`src/rtl/oam_dma_pkg.sv`:
```
// Shared PPU package: OAM DMA state encoding, transfer length, source mapping.
// Build option OAM_DMA_SRC_CLAMP_EN folds E0-FF sources onto the C0-DF echo range.
package oam_dma_pkg;

  typedef enum logic [2:0] {
    IDLE,
    START,
    REQ,
    DATA,
    WRITE,
    PACE
  } dma_state_t;

  localparam int OAM_DMA_BYTES = 160;
  localparam logic [7:0] OAM_DMA_LAST = 8'(OAM_DMA_BYTES - 1);

  function automatic logic [7:0] clamp_src(input logic [7:0] hi);
`ifdef OAM_DMA_SRC_CLAMP_EN
    return (hi >= 8'hE0) ? hi - 8'h20 : hi;
`else
    return hi;
`endif
  endfunction

endpackage

```
`src/rtl/dma_pacer.sv`:
```
// Start-delay and per-byte pacing counter for the OAM DMA.
// Clears to zero, counts up saturating at 15, compares against TICKS-1.
module dma_pacer #(
  parameter int TICKS = 4
) (
  input  logic clk,
  input  logic rst_n,
  input  logic clr_i,
  input  logic inc_i,
  output logic end_o,
  output logic past_o
);

  localparam logic [3:0] LAST = 4'(TICKS - 1);

  logic [3:0] cnt_q, cnt_d;

  // next count: clear wins, otherwise saturating increment
  always_comb begin
    cnt_d = cnt_q;
    if (clr_i) begin
      cnt_d = '0;
    end else if (inc_i && cnt_q != 4'hF) begin
      cnt_d = cnt_q + 4'd1;
    end
  end

  // counter register
  always_ff @(posedge clk or negedge rst_n) begin
    if (!rst_n) begin
      cnt_q <= '0;
    end else begin
      cnt_q <= cnt_d;
    end
  end

  assign end_o  = (cnt_q == LAST);
  assign past_o = (cnt_q >= LAST);

endmodule

```
`src/rtl/oam_dma.sv`:
```
// OAM DMA engine: copies 160 bytes from {src_hi, 00..9F} into OAM.
// Build option OAM_DMA_SRC_CLAMP_EN enables echo-RAM source mirroring.
module oam_dma
  import oam_dma_pkg::*;
#(
  parameter int TICKS = 4
) (
  input  logic        clk,
  input  logic        rst,
  input  logic        reg_write,
  input  logic [7:0]  d_wr,
  output logic [7:0]  reg_d_rd,
  output logic [15:0] src_addr,
  output logic        src_rd,
  input  logic        bus_gnt,
  input  logic [7:0]  src_d_in,
  output logic [7:0]  oam_addr,
  output logic [7:0]  oam_d_wr,
  output logic        oam_write,
  output logic        active,
  output logic        done
);

  dma_state_t state_q, state_d;
  logic [7:0] src_hi_q, src_hi_d;
  logic [7:0] idx_q, idx_d;
  logic [7:0] buf_q, buf_d;
  logic       tmr_clr, tmr_inc;
  logic       tmr_end, tmr_past;

  dma_pacer #(.TICKS(TICKS)) u_pacer (
    .clk    (clk),
    .rst_n  (rst),
    .clr_i  (tmr_clr),
    .inc_i  (tmr_inc),
    .end_o  (tmr_end),
    .past_o (tmr_past)
  );

  // next-state and datapath updates; a register write restarts from anywhere
  always_comb begin
    state_d  = state_q;
    src_hi_d = src_hi_q;
    idx_d    = idx_q;
    buf_d    = buf_q;
    unique case (state_q)
      IDLE:  state_d = IDLE;
      START: if (tmr_end) state_d = REQ;
      REQ:   if (bus_gnt) state_d = DATA;
      DATA: begin
        buf_d   = src_d_in;
        state_d = WRITE;
      end
      WRITE: begin
        idx_d = idx_q + 8'd1;
        if (idx_q == OAM_DMA_LAST) state_d = IDLE;
        else if (tmr_past)         state_d = REQ;
        else                       state_d = PACE;
      end
      PACE:  if (tmr_end) state_d = REQ;
      default: state_d = IDLE;
    endcase
    if (reg_write) begin
      src_hi_d = d_wr;
      idx_d    = '0;
      state_d  = START;
    end
  end

  // pacer clears on restart and on every entry to REQ
  always_comb begin
    tmr_clr = reg_write || (state_d == REQ && state_q != REQ);
    tmr_inc = (state_q != IDLE);
  end

  // state and datapath registers
  always_ff @(posedge clk or negedge rst) begin
    if (!rst) begin
      state_q  <= IDLE;
      src_hi_q <= '0;
      idx_q    <= '0;
      buf_q    <= '0;
    end else begin
      state_q  <= state_d;
      src_hi_q <= src_hi_d;
      idx_q    <= idx_d;
      buf_q    <= buf_d;
    end
  end

  assign reg_d_rd  = src_hi_q;
  assign active    = (state_q != IDLE);
  assign src_rd    = (state_q == REQ);
  assign oam_write = (state_q == WRITE);
  assign src_addr  = src_rd ? {clamp_src(src_hi_q), idx_q} : '0;
  assign oam_addr  = oam_write ? idx_q : '0;
  assign oam_d_wr  = oam_write ? buf_q : '0;
  // a restart coinciding with the last write cancels the completion
  assign done      = oam_write && (idx_q == OAM_DMA_LAST) && !reg_write;

endmodule

```
`config.mk`:
```
export PLATFORM = sky130hd
export DESIGN_NAME = oam_dma
export DESIGN_NICKNAME = d
export VERILOG_FILES = /design/src/rtl/oam_dma_pkg.sv /design/src/rtl/dma_pacer.sv /design/src/rtl/oam_dma.sv
export SDC_FILE = /design/constraint.sdc
export NUM_CORES = 1
export LEC_CHECK = 0
export ABC_AREA = 1
export CAP_MARGIN = 10
export CORE_ASPECT_RATIO = 0.8
export CORE_MARGIN = 2
export CORE_UTILIZATION = 35
export DETAILED_ROUTE_END_ITERATION = 8
export PLACE_DENSITY = 0.7
export SKIP_LAST_GASP = 1
export SLEW_MARGIN = 5
export SYNTH_ARGS = -nofsm -noshare
export SYNTH_HDL_FRONTEND = slang
export SYNTH_SLANG_ARGS = --single-unit
```
`constraint.sdc`:
```
create_clock -name clk -period 1.45 [get_ports clk]
set_input_delay 0.29 -clock clk [delete_from_list [all_inputs] [get_ports clk]]
set_output_delay 0.29 -clock clk [all_outputs]
set_load 0.01 [all_outputs]
```
Word-level counts from Yosys, hierarchy flattened
Index checks and enable logic that the tools add are counted.
{"block": "word_totals", "register_bits": 31, "input_bits": 20, "word_cells": 41}
{"block": "classes", "n_addsub": 2, "magnitude_cmp": 1, "n_eq_ne": 10, "muxes": 13, "reduce_logical": 10}
{"operator": "two-way mux 8 bit", "count": 4}
{"operator": "two-way mux 16 bit", "count": 1}
{"operator": "two-way mux 3 bit", "count": 5}
{"operator": "case mux 3 bit (4 select lines)", "count": 1}
{"operator": "equality test 3 x 2 -> 1 bit (second input constant)", "count": 3}
{"operator": "adder 8 x 1 -> 8 bit (second input constant)", "count": 1}
{"operator": "equality test 8 bit (second input constant)", "count": 1}
{"operator": "two-way mux 4 bit", "count": 2}
{"operator": "equality test 3 bit (second input constant)", "count": 2}
{"operator": "adder 4 x 1 -> 4 bit (second input constant)", "count": 1}
{"operator": "equality test 4 x 2 -> 1 bit (second input constant)", "count": 1}
{"operator": "greater-or-equal comparator 4 x 2 -> 1 bit (second input constant)", "count": 1}
{"operator": "logical AND 1 bit", "count": 4}
{"operator": "!= test 4 bit (second input constant)", "count": 1}
{"operator": "nonzero test 2 bit", "count": 2}
{"operator": "equality test 3 x 1 -> 1 bit (second input constant)", "count": 1}
{"operator": "!= test 3 x 2 -> 1 bit (second input constant)", "count": 1}
{"operator": "nonzero test 3 bit", "count": 1}
{"operator": "OR reduction 2 bit", "count": 1}
{"operator": "logical NOT 1 bit", "count": 1}
{"operator": "logical OR 1 bit", "count": 1}

Longest topological paths before layout
Gate-level depths: netlist of the first run.
{"block": "logic_depth", "ltp_word": 9, "depth_mapped": 9}

Cells and area by module
From an unflattened synthesis of the first run, not the netlist that was laid out.
{"block": "hier_totals", "hier_cells": 240, "area_unflattened_um2": 1734.2}
{"module": "oam_dma", "n_inst": 1, "cells_each": 207, "area_per_inst_um2": 1498.9, "seq_area_each_um2": 675.6}
{"module": "dma_pacer", "n_inst": 1, "cells_each": 33, "area_per_inst_um2": 235.2, "seq_area_each_um2": 100.1}

Worst setup path before layout of the first run
OpenSTA, ideal clock, no wires.
{"block": "synth_path", "path_type": "register to output", "start": "register idx_q[0]", "end": "output port done", "t_arrival_ps": 1072, "required_time_ps": 1160, "path_slack_ps": 88, "path_stages_with_launch": 6, "n_path_buf": 0, "cell_sequence": "dfrtp_1 -> ha_1 -> nand3_1 -> nor2_1 -> nand2_1 -> nor3_1"}
{"block": "synth_via", "elab_chain_cells": 3}
{"element": "start: declaration", "line": "oam_dma.sv:26", "rtl": "logic [7:0] idx_q, idx_d;"}
{"element": "start signal: assignment", "line": "oam_dma.sv:86", "rtl": "idx_q <= idx_d;"}
{"element": "equality test 8 bit", "line": "oam_dma.sv:99", "rtl": "assign done = oam_write && (idx_q == OAM_DMA_LAST) && !reg_write;"}
{"element": "logical AND 1 bit (2 in series)", "line": "oam_dma.sv:99"}
{"element": "end: declaration", "line": "oam_dma.sv:21", "rtl": "output logic done"}
Every way passes these cells.

Worst setup path in the final report of the first run
{"block": "layout_path", "start": "register state_q[0]", "end": "output port src_rd"}
{"block": "layout_via", "elab_chain_cells": 1}
{"element": "start: declaration", "line": "oam_dma.sv:24", "rtl": "dma_state_t state_q, state_d;"}
{"element": "start signal: assignment", "line": "oam_dma.sv:84", "rtl": "state_q <= state_d;"}
{"element": "equality test 3 x 2 -> 1 bit", "line": "oam_dma.sv:93", "rtl": "assign src_rd = (state_q == REQ);"}
{"element": "end: declaration", "line": "oam_dma.sv:14", "rtl": "output logic src_rd,"}
Every way passes these cells.

==> results of run 1 <==
==> worst paths after layout <==
| check | endpoint | slack (ns) | cells past startpoint |
|---|---|---|---|
| min | idx_q[4] | 0.37 | 2 |
| max in group asynchronous | state_q[0] | 0.89 | 2 |
| min in group clk | buf_q[1] | 0.52 | 2 |
| min reg2reg | buf_q[1] | 0.52 | 2 |
| max | src_rd | -0.28 | 6 |
| max reg2reg | idx_q[5] | -0.23 | 12 |
==> critical path, cell delays in order, from the launching register on <==
cell,delay [ns]
sky130_fd_sc_hd__dfrtp_2,0.44
sky130_fd_sc_hd__inv_2,0.09
sky130_fd_sc_hd__nand3_4,0.13
sky130_fd_sc_hd__clkbuf_16,0.20
sky130_fd_sc_hd__buf_4,0.14
sky130_fd_sc_hd__inv_2,0.05
sky130_fd_sc_hd__buf_6,0.09
==> area by class of cell <==
type | count | area [sq um]
Inverter | 38 | 145
Clock buffer | 6 | 82.6
Sequential cell | 31 | 777
Tap cell | 60 | 75.1
Multi-Input combinational cell | 141 | 986
Fill cell | 349 | 1380
Clock inverter | 1 | 5.00
Timing Repair Buffer | 108 | 1060
==> synthesized netlist by cell type <==
library cell | number | area [sq um]
sky130_fd_sc_hd__nor2_2 | 3 | 18.8
sky130_fd_sc_hd__o21ai_0 | 15 | 75.1
sky130_fd_sc_hd__nor2_1 | 56 | 210
sky130_fd_sc_hd__nor3_1 | 3 | 15.0
sky130_fd_sc_hd__ha_1 | 2 | 25.0
sky130_fd_sc_hd__nand3_1 | 8 | 40.0
sky130_fd_sc_hd__nand2_1 | 29 | 109
sky130_fd_sc_hd__xor2_1 | 3 | 26.3
sky130_fd_sc_hd__nand3_2 | 2 | 20.0
sky130_fd_sc_hd__inv_1 | 38 | 143
sky130_fd_sc_hd__a21oi_1 | 12 | 60.1
sky130_fd_sc_hd__nand2_2 | 1 | 6.26
sky130_fd_sc_hd__buf_2 | 2 | 10.0
sky130_fd_sc_hd__o21bai_2 | 1 | 11.3
sky130_fd_sc_hd__buf_1 | 1 | 3.75
sky130_fd_sc_hd__nand4_1 | 4 | 25.0
sky130_fd_sc_hd__buf_6 | 1 | 11.3
sky130_fd_sc_hd__clkbuf_1 | 2 | 7.51
sky130_fd_sc_hd__dfrtp_1 | 31 | 776
sky130_fd_sc_hd__a21oi_2 | 2 | 17.5
==> cell families (layout without fill, tap and decap cells) <==
kind of cell | count (synthesis) | in the layout | synth area share [%]
flops | 31 | 31 | 48.2
fa+ha+maj | 2 | 2 | 1.55
compound gates | 30 | 30 | 10.2
buf+inv | 44 | 153 | 10.9
xor+xnor | 3 | 3 | 1.63
simple gates | 106 | 106 | 27.6
==> power groups by stage <==
stage                     clock [W]  sequential (W)  combinational (W)
after detailed placement          0         0.00113           0.000640
after global routing       0.000766         0.00114           0.000926
after floorplan                   0         0.00113           0.000371
after global placement            0         0.00113           0.000624
final                      0.000687         0.00113           0.000829
after CTS                  0.000703         0.00112           0.000668
==> cells in the final DEF (no fill, tap or decap), types with 6 or more instances in the layout <==
master and count:
sky130_fd_sc_hd__dlygate4sd2_1 8, sky130_fd_sc_hd__buf_2 11, sky130_fd_sc_hd__clkdlybuf4s50_1 19, sky130_fd_sc_hd__nor2_2 11, sky130_fd_sc_hd__buf_4 27, sky130_fd_sc_hd__inv_1 33
sky130_fd_sc_hd__o21ai_0 9, sky130_fd_sc_hd__nand3_1 6, sky130_fd_sc_hd__a21oi_1 11, sky130_fd_sc_hd__dfrtp_1 30, sky130_fd_sc_hd__clkbuf_8 6, sky130_fd_sc_hd__nand2_1 24
sky130_fd_sc_hd__nor2_1 23, sky130_fd_sc_hd__buf_6 36, sky130_fd_sc_hd__nor2_4 25
==> state kept, by name, summed over array words and instances, names as in the netlist <==
| name | flops |
|---|---|
| buf_q | 8 |
| idx_q | 8 |
| reg_d_rd | 8 |
| u_pacer.cnt_q | 4 |
| state_q | 3 |
==> metal layers <==
| metal | vias to the layer above | track usage [%] | wire [um] |
|---|---|---|---|
| met1 | 810 | 23.9 | 2240 |
| met3 | 5 | 4.04 | 238 |
| met5 | - | 0 | 0 |
| li1 | 886 | - | - |
| met4 | 0 | 5.08 | 55 |
| met2 | 51 | 29.5 | 2470 |
==> metrics by stage <==
step	power (W)	TNS (ns)	hold WS, ns
after global placement	0.00175	-8.91	0.502
after detailed placement	0.00177	-9.65	0.505
after floorplan	0.00150	0	-0.00559
after global routing	0.00284	-11.33	0.384
final	0.00264	-8.14	0.374
after CTS	0.00249	-8.20	0.380
==> timing repair <==
item | 4_1_cts | 5_1_grt
buffers inserted | 9 | 8
gates resized for setup | 158 | 131
pin swaps | 1 | 16
gates cloned | 0 | 2
endpoints found under the setup margin | 48 | 51
==> flow_summary.toml, run 1 <==
[run_status]
outcome = "complete, but fails checks"
failed_checks = "negative setup slack"

[floorplan]
fp.dieW_um = 79.8
die-area_sq_um = 5160
die_h_um = 64.7
std_cell_rows = 22
initial_utilization_pct = 35.7
io_pins = 64
floorplan.core_area_sq_um = 4510

[yosys]
mapped_cells = 216
cell_area_after_synthesis_sq_um = 1610
yosys_warnings = 0
synth-seq-cells = 31
synth_seq_area_share_pct = 48.2
synth_fp_nets = 238
ys_types = 20
synthesis.area_per_instance_sq_um = 7.46

[pwr]
power_per_cell_area_nw_per_um2 = 843
switching_share_pct = 32.8
power_switching_w = 0.000866
vdd.ir_drop.worst_v = 0.000568
p_seq_share_pct = 42.7
internal_power_w = 0.00178
clock_power_share_pct = 26.0
share_comb_of_total_power_pct = 31.4
leakagePower_nw = 1.50

[setup_path]
worstSetupPathType = "reg2out"
timing.rr.start = "state_q[1]"
data_required_time_of_the_critical_path_ns = 1.16
end_kind = "output port"
worst_ep_arrival_time_ns = 1.44
critPathMaxFanout = 5
critical_path.startpoint_type = "flip-flop"
crit_path_start = "state_q[0]"

[clocking]
clock_latency_ns = 0.28
number_of_clock_sinks = 31
cts_hold_repair.buffers = 0
root_buffer = "sky130_fd_sc_hd__clkbuf_8"
clock_pin_slew_of_the_registers_on_the_worst_case_setup_and_hold_paths_ns = 0.06
clk_path_buf_depth = 2
cts_made_buffers = 5
cts_htree_levels = 2
cts_tree = "yes"

[final_layout]
finish.instance_area_sq_um = 3130
drive_above_1_share_pct = 46.5
layout.cells.non_filler = 385
fin_nets = 347
layout.core_utilization_pct = 69.4
syn_to_final_growth_pct = 94.6
diodes = 0

[sta]
timing.clock.skew_ns = 0.00228
worst_slew_margin_rel_pct = 78.7
timing.final.crit_period_ns = 1.73
timing_max_transition_violations_final = 0
finalCritPeriodShare_pct = 119
post-route-worst-setup-slack_ns = -0.278
slew_at_the_pin_closest_to_its_max_slew_limit_ns = 0.320
timing_hold_violations_final = 0
grt_setup_unrepaired = "true"
clock.fmax_mhz = 579
number_of_setup_violations_in_the_final_report = 43

[placement]
finalWeightedCongestion = 0.793
dp.final_hpwl_mm = 2.97
placedCellCount = 362
port_buffers = 63
place_worst_setup_slack_ns = -0.396
dp_area_sq_um = 2530

[min_path]
hp-class = "in2async"

[drt]
drtAntennaViolNets = 0
vias = 1752
drt_wl_total_mm = 5.01
drt_drc_violations_left = 0
firstDrtPassIters = 4
detail_route.vias_per_cell = 4.55
count_of_routing_violations_after_the_opening_detailed_route_iteration = 57
detail_route.wl_per_cell_um = 13.0

[global_routing]
grt_util_all_layers_pct = 18.0
gr-total-overflow = 0
first_global_vias = 1521
pin_count_of_the_biggest_net_entering_global_routing = 32
grt_first_pass_wirelength_mm = 7.20
number_of_antenna_violations_at_the_first_check_in_global_routing = 0

[flow_run]
maxCapViolCount = 0
No activity file was read; power rests on OpenSTA's default activity.
==> run 2: changes to the inputs <==
--- a/config.mk
+++ b/config.mk
@@ -12,6 +12,7 @@
 export CORE_UTILIZATION = 35
 export DETAILED_ROUTE_END_ITERATION = 8
 export PLACE_DENSITY = 0.7
+export REMOVE_ABC_BUFFERS = 1
 export SKIP_LAST_GASP = 1
 export SLEW_MARGIN = 5
 export SYNTH_ARGS = -nofsm -noshare
==> run 2 against run 1 <==
Net effect: the run still ends with negative setup slack left; critical path depth unchanged; power down 2.5%; combinational power down 6.8%; sequential share of layout area up 1.7 points; worst hold slack worse by 0.0039 ns; final cell count unchanged; non-clock buffer count unchanged; fmax down 2.2%; global-route usage down 0.56 points; sequential power about the same; first-iteration DRC count up 40%; largest cell class unchanged; highest routed layer unchanged.
==> flow_summary.toml, run 2 (synthesized netlist as in run 1, its figures left out) <==
[run_status]
outcome = "complete, but fails checks"
failed_checks = "negative setup slack"

[sta]
clock.fmax_mhz = 566
timing.clock.skew_ns = 0.00806
final.hold.worst_slack_ns = 0.370
worst_slew_margin_rel_pct = 78.5
timing.final.crit_period_ns = 1.77
setup_tns_ns = -9.24
slew_at_the_pin_closest_to_its_max_slew_limit_ns = 0.322
finalCritPeriodShare_pct = 122
post-route-worst-setup-slack_ns = -0.316
timing_max_transition_violations_final = 0
timing_hold_violations_final = 0
grt_setup_unrepaired = "true"
number_of_setup_violations_in_the_final_report = 44

[setup_path]
cp.depth = 6
critical_path.startpoint_type = "flip-flop"
max_stage_delay_ns = 0.37
slowest_stage = "sky130_fd_sc_hd__dfrtp_1"
end_kind = "output port"
worstSetupPathType = "reg2out"
r2r_cells = 10
critPathBufInv = 1
critical_path.top_delay_family = "simple AND/OR/NAND/NOR gates"
worst_ep_arrival_time_ns = 1.48
data_required_time_of_the_critical_path_ns = 1.16
critPathMaxFanout = 2
crit_path_cell_trace = "ha_2 -> nand3_2 -> nor2_2 -> nand2_2 -> nor3_2 -> buf_2"

[global_routing]
first_global_vias = 1535
grt_first_pass_wirelength_mm = 7.02
grt_util_all_layers_pct = 17.4
pin_count_of_the_biggest_net_entering_global_routing = 32
gr-total-overflow = 0
number_of_antenna_violations_at_the_first_check_in_global_routing = 0

[pwr]
power_per_cell_area_nw_per_um2 = 879
share_comb_of_total_power_pct = 30.0
leakagePower_nw = 1.51
switching_share_pct = 32.2
vdd.ir_drop.worst_v = 0.000519
clock_power_share_pct = 26.9
internal_power_w = 0.00175
power_switching_w = 0.000831
p_seq_share_pct = 43.2

[clocking]
root_buffer = "sky130_fd_sc_hd__clkbuf_8"
cts_tree = "yes"
cts_htree_levels = 2
cts_hold_repair.buffers = 0
number_of_clock_sinks = 31
clk_path_buf_depth = 2
cts_made_buffers = 5
clock_pin_slew_of_the_registers_on_the_worst_case_setup_and_hold_paths_ns = 0.07
clock_latency_ns = 0.28

[final_layout]
final_common_cell = "sky130_fd_sc_hd__nor2_1"
fill_cells = 365
layout_common_cells = "sky130_fd_sc_hd__nor2_1 (40), sky130_fd_sc_hd__inv_1 (35), sky130_fd_sc_hd__dfrtp_1 (31), sky130_fd_sc_hd__buf_4 (28), sky130_fd_sc_hd__nand2_1 (24)"
layout.cells.non_filler = 385
diodes = 0
drive_above_1_share_pct = 40.3
layout.core_utilization_pct = 64.9
syn_to_final_growth_pct = 82.1
fin_nets = 347
finish.instance_area_sq_um = 2930

[placement]
placedCellCount = 363
finalWeightedCongestion = 0.789
dp_area_sq_um = 2530
dp.final_hpwl_mm = 2.84
port_buffers = 63

[drt]
dr_wl_met2_mm = 2.32
vias = 1744
met3_length_um = 356
drt_drc_violations_left = 0
drtAntennaViolNets = 0
highest-signal-layer = "met4"
detail_route.vias_per_cell = 4.53
firstDrtPassIters = 4
detail_route.wl_per_cell_um = 12.6
detail_route.wirelength.met1_mm = 2.09
count_of_routing_violations_after_the_opening_detailed_route_iteration = 80
drt_wl_total_mm = 4.85

[flow_run]
maxCapViolCount = 0

[floorplan]
fp.dieW_um = 79.8
floorplan.core_area_sq_um = 4510
initial_utilization_pct = 35.7
std_cell_rows = 22
io_pins = 64
die_h_um = 64.7
die-area_sq_um = 5160

[min_path]
hp-class = "in2async"
[run 2: path summary, 6_finish.rpt]
path | slack, ns | endpoint | from
max | -0.32 | done | idx_q[1]
min in group clk | 0.52 | buf_q[3] | buf_q[3]
min reg2reg | 0.52 | buf_q[3] | buf_q[3]
max in group asynchronous | 0.90 | u_pacer.cnt_q[1] | rst
min | 0.37 | idx_q[2] | rst
max reg2reg | -0.28 | u_pacer.cnt_q[2] | state_q[0]
[run 2: cell type report]
type | instances | area (sq um) | area share, %
Timing Repair Buffer | 108 | 978 | 33.4
Multi-Input combinational cell | 141 | 870 | 29.7
Sequential cell | 31 | 776 | 26.5
Inverter | 38 | 145 | 4.95
Clock buffer | 6 | 82.6 | 2.82
Tap cell | 60 | 75.1 | 2.56
Clock inverter | 1 | 5.00 | 0.171
[run 2: what timing repair did]
action / 4_1_cts / 5_1_grt
resized for setup: 169 / 65
pin swaps: 7 / 16
buffers inserted: 9 / 4
endpoints found under the setup margin: 50 / 51
gates cloned: 3 / 0
[run 2: power by group through the flow]
| stage | Clock (W) | Combinational (W) | Sequential, W |
|---|---|---|---|
| finish | 0.000692 | 0.000773 | 0.00111 |
| global route | 0.000741 | 0.000866 | 0.00113 |
| CTS | 0.000703 | 0.000669 | 0.00111 |
| detailed placement | 0 | 0.000628 | 0.00113 |
| global placement | 0 | 0.000621 | 0.00113 |
| floorplan | 0 | 0.000361 | 0.00113 |
[run 2: metrics by stage]
step                      worst slack, ns  total power, W
after global routing               -0.423         0.00274
after global placement             -0.402         0.00175
final                              -0.316         0.00258
after detailed placement           -0.359         0.00176
after CTS                          -0.270         0.00248
after floorplan                    0.0517         0.00149
[run 2: worst register-to-register path: cells and delay by family (launching register included)]
kind	cells	cell delay (ns)
AND/OR/NAND/NOR	3	0.30
flip-flops	1	0.38
buffers and inverters	4	0.53
AO/OA/AOI/OAI	3	0.40
[run 2: routing by layer]
metal | global-route usage, % | up-vias
met5 | 0 | -
met4 | 4.24 | 0
met3 | 6.27 | 12
met2 | 27.2 | 63
met1 | 23.1 | 785
li1 | - | 884
==> run 3: changes to the inputs <==
--- a/config.mk
+++ b/config.mk
@@ -8,10 +8,9 @@
 export ABC_AREA = 1
 export CAP_MARGIN = 10
 export CORE_ASPECT_RATIO = 0.8
-export CORE_MARGIN = 2
-export CORE_UTILIZATION = 35
+export CORE_UTILIZATION = 43
 export DETAILED_ROUTE_END_ITERATION = 8
-export PLACE_DENSITY = 0.7
+export PLACE_DENSITY = 0.82
 export REMOVE_ABC_BUFFERS = 1
 export SKIP_LAST_GASP = 1
 export SLEW_MARGIN = 5
==> run 3 against run 2 <==
Net effect: largest power group unchanged; power is 0.58% higher; critical endpoint unchanged; critical path depth is 1 lower; utilization is 17 points higher; sequential power hardly changed; final cell count is 4.9% lower; the run still ends with negative setup slack left; worst hold slack worse by 0.0091 ns.
==> flow_summary.toml, run 3 (synthesized netlist as in run 1, its figures left out) <==
[run_status]
outcome = "complete, but fails checks"
failed_checks = "negative setup slack"

[final_layout]
drive_above_1_share_pct = 39.5
sequential_cell_area_sq_um = 776
final_common_cell = "sky130_fd_sc_hd__inv_1"
layout.cells.non_filler = 366
diodes = 0
layout.core_utilization_pct = 81.8
finish.instance_area_sq_um = 2860
layout_common_cells = "sky130_fd_sc_hd__inv_1 (35), sky130_fd_sc_hd__nor2_1 (34), sky130_fd_sc_hd__buf_4 (33), sky130_fd_sc_hd__dfrtp_1 (31), sky130_fd_sc_hd__nand2_1 (27)"
fill_cells = 240
syn_to_final_growth_pct = 77.6
fin_nets = 345
multi_input_area_sq_um = 856

[floorplan]
die_h_um = 56.7
fp.dieW_um = 70.4
floorplan.core_area_sq_um = 3490
std_cell_rows = 19
die-area_sq_um = 4000
io_pins = 64
initial_utilization_pct = 46.1

[sta]
post-route-worst-setup-slack_ns = -0.329
worst_slew_margin_rel_pct = 80.1
timing_hold_violations_final = 0
timing_max_transition_violations_final = 0
timing.final.crit_period_ns = 1.78
grt_setup_unrepaired = "true"
timing.clock.skew_ns = 0.00807
finalCritPeriodShare_pct = 123
clock.fmax_mhz = 562
slew_at_the_pin_closest_to_its_max_slew_limit_ns = 0.298
final.hold.worst_slack_ns = 0.361
number_of_setup_violations_in_the_final_report = 42

[drt]
highest-signal-layer = "met4"
firstDrtPassIters = 4
drtAntennaViolNets = 0
detail_route.wl_per_cell_um = 14.6
dr_wl_met2_mm = 2.73
vias = 1868
drt_drc_violations_left = 0
detail_route.wirelength.met1_mm = 2.11
drt_wl_total_mm = 5.36
detail_route.vias_per_cell = 5.10
met3_length_um = 392
count_of_routing_violations_after_the_opening_detailed_route_iteration = 128

[placement]
port_buffers = 63
placedCellCount = 340
finalWeightedCongestion = 0.852
place_worst_setup_slack_ns = -0.452
dp.final_hpwl_mm = 2.87
dp_area_sq_um = 2490

[clocking]
cts_made_buffers = 5
root_buffer = "sky130_fd_sc_hd__clkbuf_8"
clock_latency_ns = 0.29
number_of_clock_sinks = 31
cts_htree_levels = 2
clk_path_buf_depth = 2
cts_tree = "yes"
clock_pin_slew_of_the_registers_on_the_worst_case_setup_and_hold_paths_ns = 0.07

[flow_run]
maxCapViolCount = 0

[global_routing]
grt_first_pass_wirelength_mm = 6.76
gr-total-overflow = 0
grt_util_all_layers_pct = 22.0
number_of_antenna_violations_at_the_first_check_in_global_routing = 0
pin_count_of_the_biggest_net_entering_global_routing = 32
first_global_vias = 1575

[setup_path]
crit_path_cell_trace = "nor2_2 -> nand2_4 -> buf_4 -> nor3_2 -> buf_2"
critPathCapture = "done"
data_required_time_of_the_critical_path_ns = 1.16
end_kind = "output port"
critical_path.startpoint_type = "flip-flop"
worst_ep_arrival_time_ns = 1.49
r2r_cells = 8
timing.rr.start = "state_q[0]"
ff2ff_setup_slack_ns = -0.17
rr_endpoint = "u_pacer.cnt_q[1]"
max_stage_delay_ns = 0.41
crit_path_start = "state_q[0]"
worstSetupPathType = "reg2out"
critPathMaxFanout = 5
cp.depth = 5
critPathBufInv = 2
slowest_stage = "sky130_fd_sc_hd__dfrtp_1"
critical_path.top_delay_family = "simple AND/OR/NAND/NOR gates"

[pwr]
leakagePower_nw = 1.47
power_per_cell_area_nw_per_um2 = 907
vdd.ir_drop.worst_v = 0.000823

[min_path]
hp-class = "in2async"
==> run 3: through the flow <==
stage	setup TNS, ns	total power [W]
6_report	-8.05	0.00259
5_1_grt	-11.04	0.00274
4_1_cts	-8.49	0.00250
3_5_place_dp	-9.27	0.00177
3_3_place_gp	-8.52	0.00174
2_1_floorplan	0	0.00149
==> run 3: how the worst min path moves through the flow <==
stage | end | cells past startpoint
after floorplan | buf_q[0] | 0
after global placement | buf_q[3] | 2
after detailed placement | buf_q[2] | 2
after CTS | idx_q[3] | 2
after global routing | idx_q[3] | 2
final | idx_q[3] | 2
==> run 3: what timing repair did <==
item,CTS,global route
pin swaps,4,11
hold buffers,0,0
gates cloned,0,3
setup endpoints to repair,49,42
resized for setup,83,140
setup buffers,1,14
==> run 3: routing by layer <==
| layer | GRT usage, % | up-vias |
|---|---|---|
| met2 | 35.2 | 78 |
| met4 | 7.71 | 0 |
| li1 | - | 876 |
| met1 | 27.4 | 900 |
| met5 | 0 | - |
| met3 | 8.08 | 14 |
==> run 3: final cells by class <==
cell class / count / share of cell area [%]
Tap cell: 42 / 1.84
Clock buffer: 8 / 3.50
Inverter: 38 / 4.99
Multi-Input combinational cell: 141 / 29.9
Sequential cell: 31 / 27.1
Timing Repair Buffer: 106 / 32.6
==> run 3: where the power goes <==
| part | internal (W) | switching [W] |
|---|---|---|
| Sequential | 0.00104 | 0.0000836 |
| Combinational | 0.000295 | 0.000415 |
| Clock | 0.000433 | 0.000327 |
==> run 3: worst reg2reg max path, stage by stage, from the launching register on <==
cell	delay, ns
sky130_fd_sc_hd__dfrtp_1	0.41
sky130_fd_sc_hd__nor2_2	0.18
sky130_fd_sc_hd__nand2_4	0.11
sky130_fd_sc_hd__buf_4	0.16
sky130_fd_sc_hd__buf_4	0.14
sky130_fd_sc_hd__a21oi_2	0.18
sky130_fd_sc_hd__a21oi_4	0.10
sky130_fd_sc_hd__o21bai_4	0.17
sky130_fd_sc_hd__nor2_1	0.06
==> RTL edit (config.mk and constraints of run 2) <==
`buf_q` no longer has a reset.
--- a/src/rtl/oam_dma.sv
+++ b/src/rtl/oam_dma.sv
@@ -79,13 +79,15 @@
       state_q  <= IDLE;
       src_hi_q <= '0;
       idx_q    <= '0;
-      buf_q    <= '0;
     end else begin
       state_q  <= state_d;
       src_hi_q <= src_hi_d;
       idx_q    <= idx_d;
-      buf_q    <= buf_d;
     end
+  end
+
+  always_ff @(posedge clk) begin
+    buf_q <= buf_d;
   end
 
   assign reg_d_rd  = src_hi_q;
Function: same outputs for any inputs over 10 cycles, from zero or initial values and one cycle with rst low; that may be too few to reach the edited logic, so the function may still have changed.
==> RTL edit against run 2 <==
- the run still ends with setup timing left
- non-clock buffer count up 3
- area after synthesis shrank 1.6%
- total power is 2.7% lower
- first-iteration DRC count is 18% higher
- sequential power decreased by 6%
- wire length increased by 7.1%
- setup slack better by 11 ps
- sequential cell count stayed put
- core utilization is 7.3 points higher
- maximum frequency grew 0.65%
- synthesized cell count is 8.3% lower
- final area grew 4.9%
- critical endpoint is now src_addr[8]
==> RTL edit: results (changes against run 2) <==
| Metric | Value |
|---|---|
| Status | `complete, but fails checks (unchanged)` |
| Layout non-clock buf frac | `34.2% (was 33.4%)` |
| M2 GR Usage | `31.4% (was 27.2%)` |
| # setup viols final | `47 (was 44)` |
| Global-route wire length before repair | `7610 µm (was 7020 µm)` |
| Failing checks | `setup timing (unchanged)` |
| Reg2reg setup slack | `-260 ps (was -280 ps)` |
| ClkCell Share | `3.25% (was 2.99%)` |
| WHS | `365 ps (was 370 ps)` |
| Wl on met1 | `2340 µm (was 2090 µm)` |
| Post-layout nets | `334 (was 347)` |
| Routed met2 length | `2500 µm (was 2320 µm)` |
| Worst setup endpoint | `src_addr[8] (was done)` |
| Final WL | `5190 µm (was 4850 µm)` |
| Vias in the first global route | `1634 (was 1535)` |
| Critical path peak fanout | `5 (was 2)` |
| Seq/total area | `26.6% (was 26.5%)` |
| Place WS | `-409 ps (was -359 ps)` |
| CLK BUF | `8 (was 6)` |
| Worst setup margin | `-305 ps (was -316 ps)` |
| Hpwl dp | `2880 µm (was 2840 µm)` |
| Fill cells | `309 (was 365)` |
| FFs w/ async S/R, synth | `74.2% (was 100%)` |
| Total leakage power | `1.49 nW (was 1.51 nW)` |
| Met3 WL post-DR | `326 µm (was 356 µm)` |
==> RTL edit: cell count changes after synthesis, moves of 3 or more <==
cell      before  now
nor2_1        56   46
dfrtp_1       31   23
edfxtp_1       0    8
a21oi_1       12    6
nor3_1         3    6
==> RTL edit: metrics by stage <==
step,cells,instance area (µm²),setup TNS [ps]
global route,370,3080,-12740
floorplan,193,1550,0
global placement,345,2510,-11860
finish,370,3080,-10080
CTS,371,2840,-9490
detailed placement,345,2510,-12590
==> RTL edit: repair_timing <==
item,CTS,global route
pin swaps,7,15
hold endpoints to repair,0,0
cloned,4,0
setup endpoints to repair,49,51
gates resized for setup,211,67
buffers inserted,16,3
==> RTL edit: where the power goes <==
group | switching, W | internal (W)
sequential | 0.0000611 | 0.000981
clock | 0.000312 | 0.000433
combinational | 0.000388 | 0.000332
total | 0.000761 | 0.00175
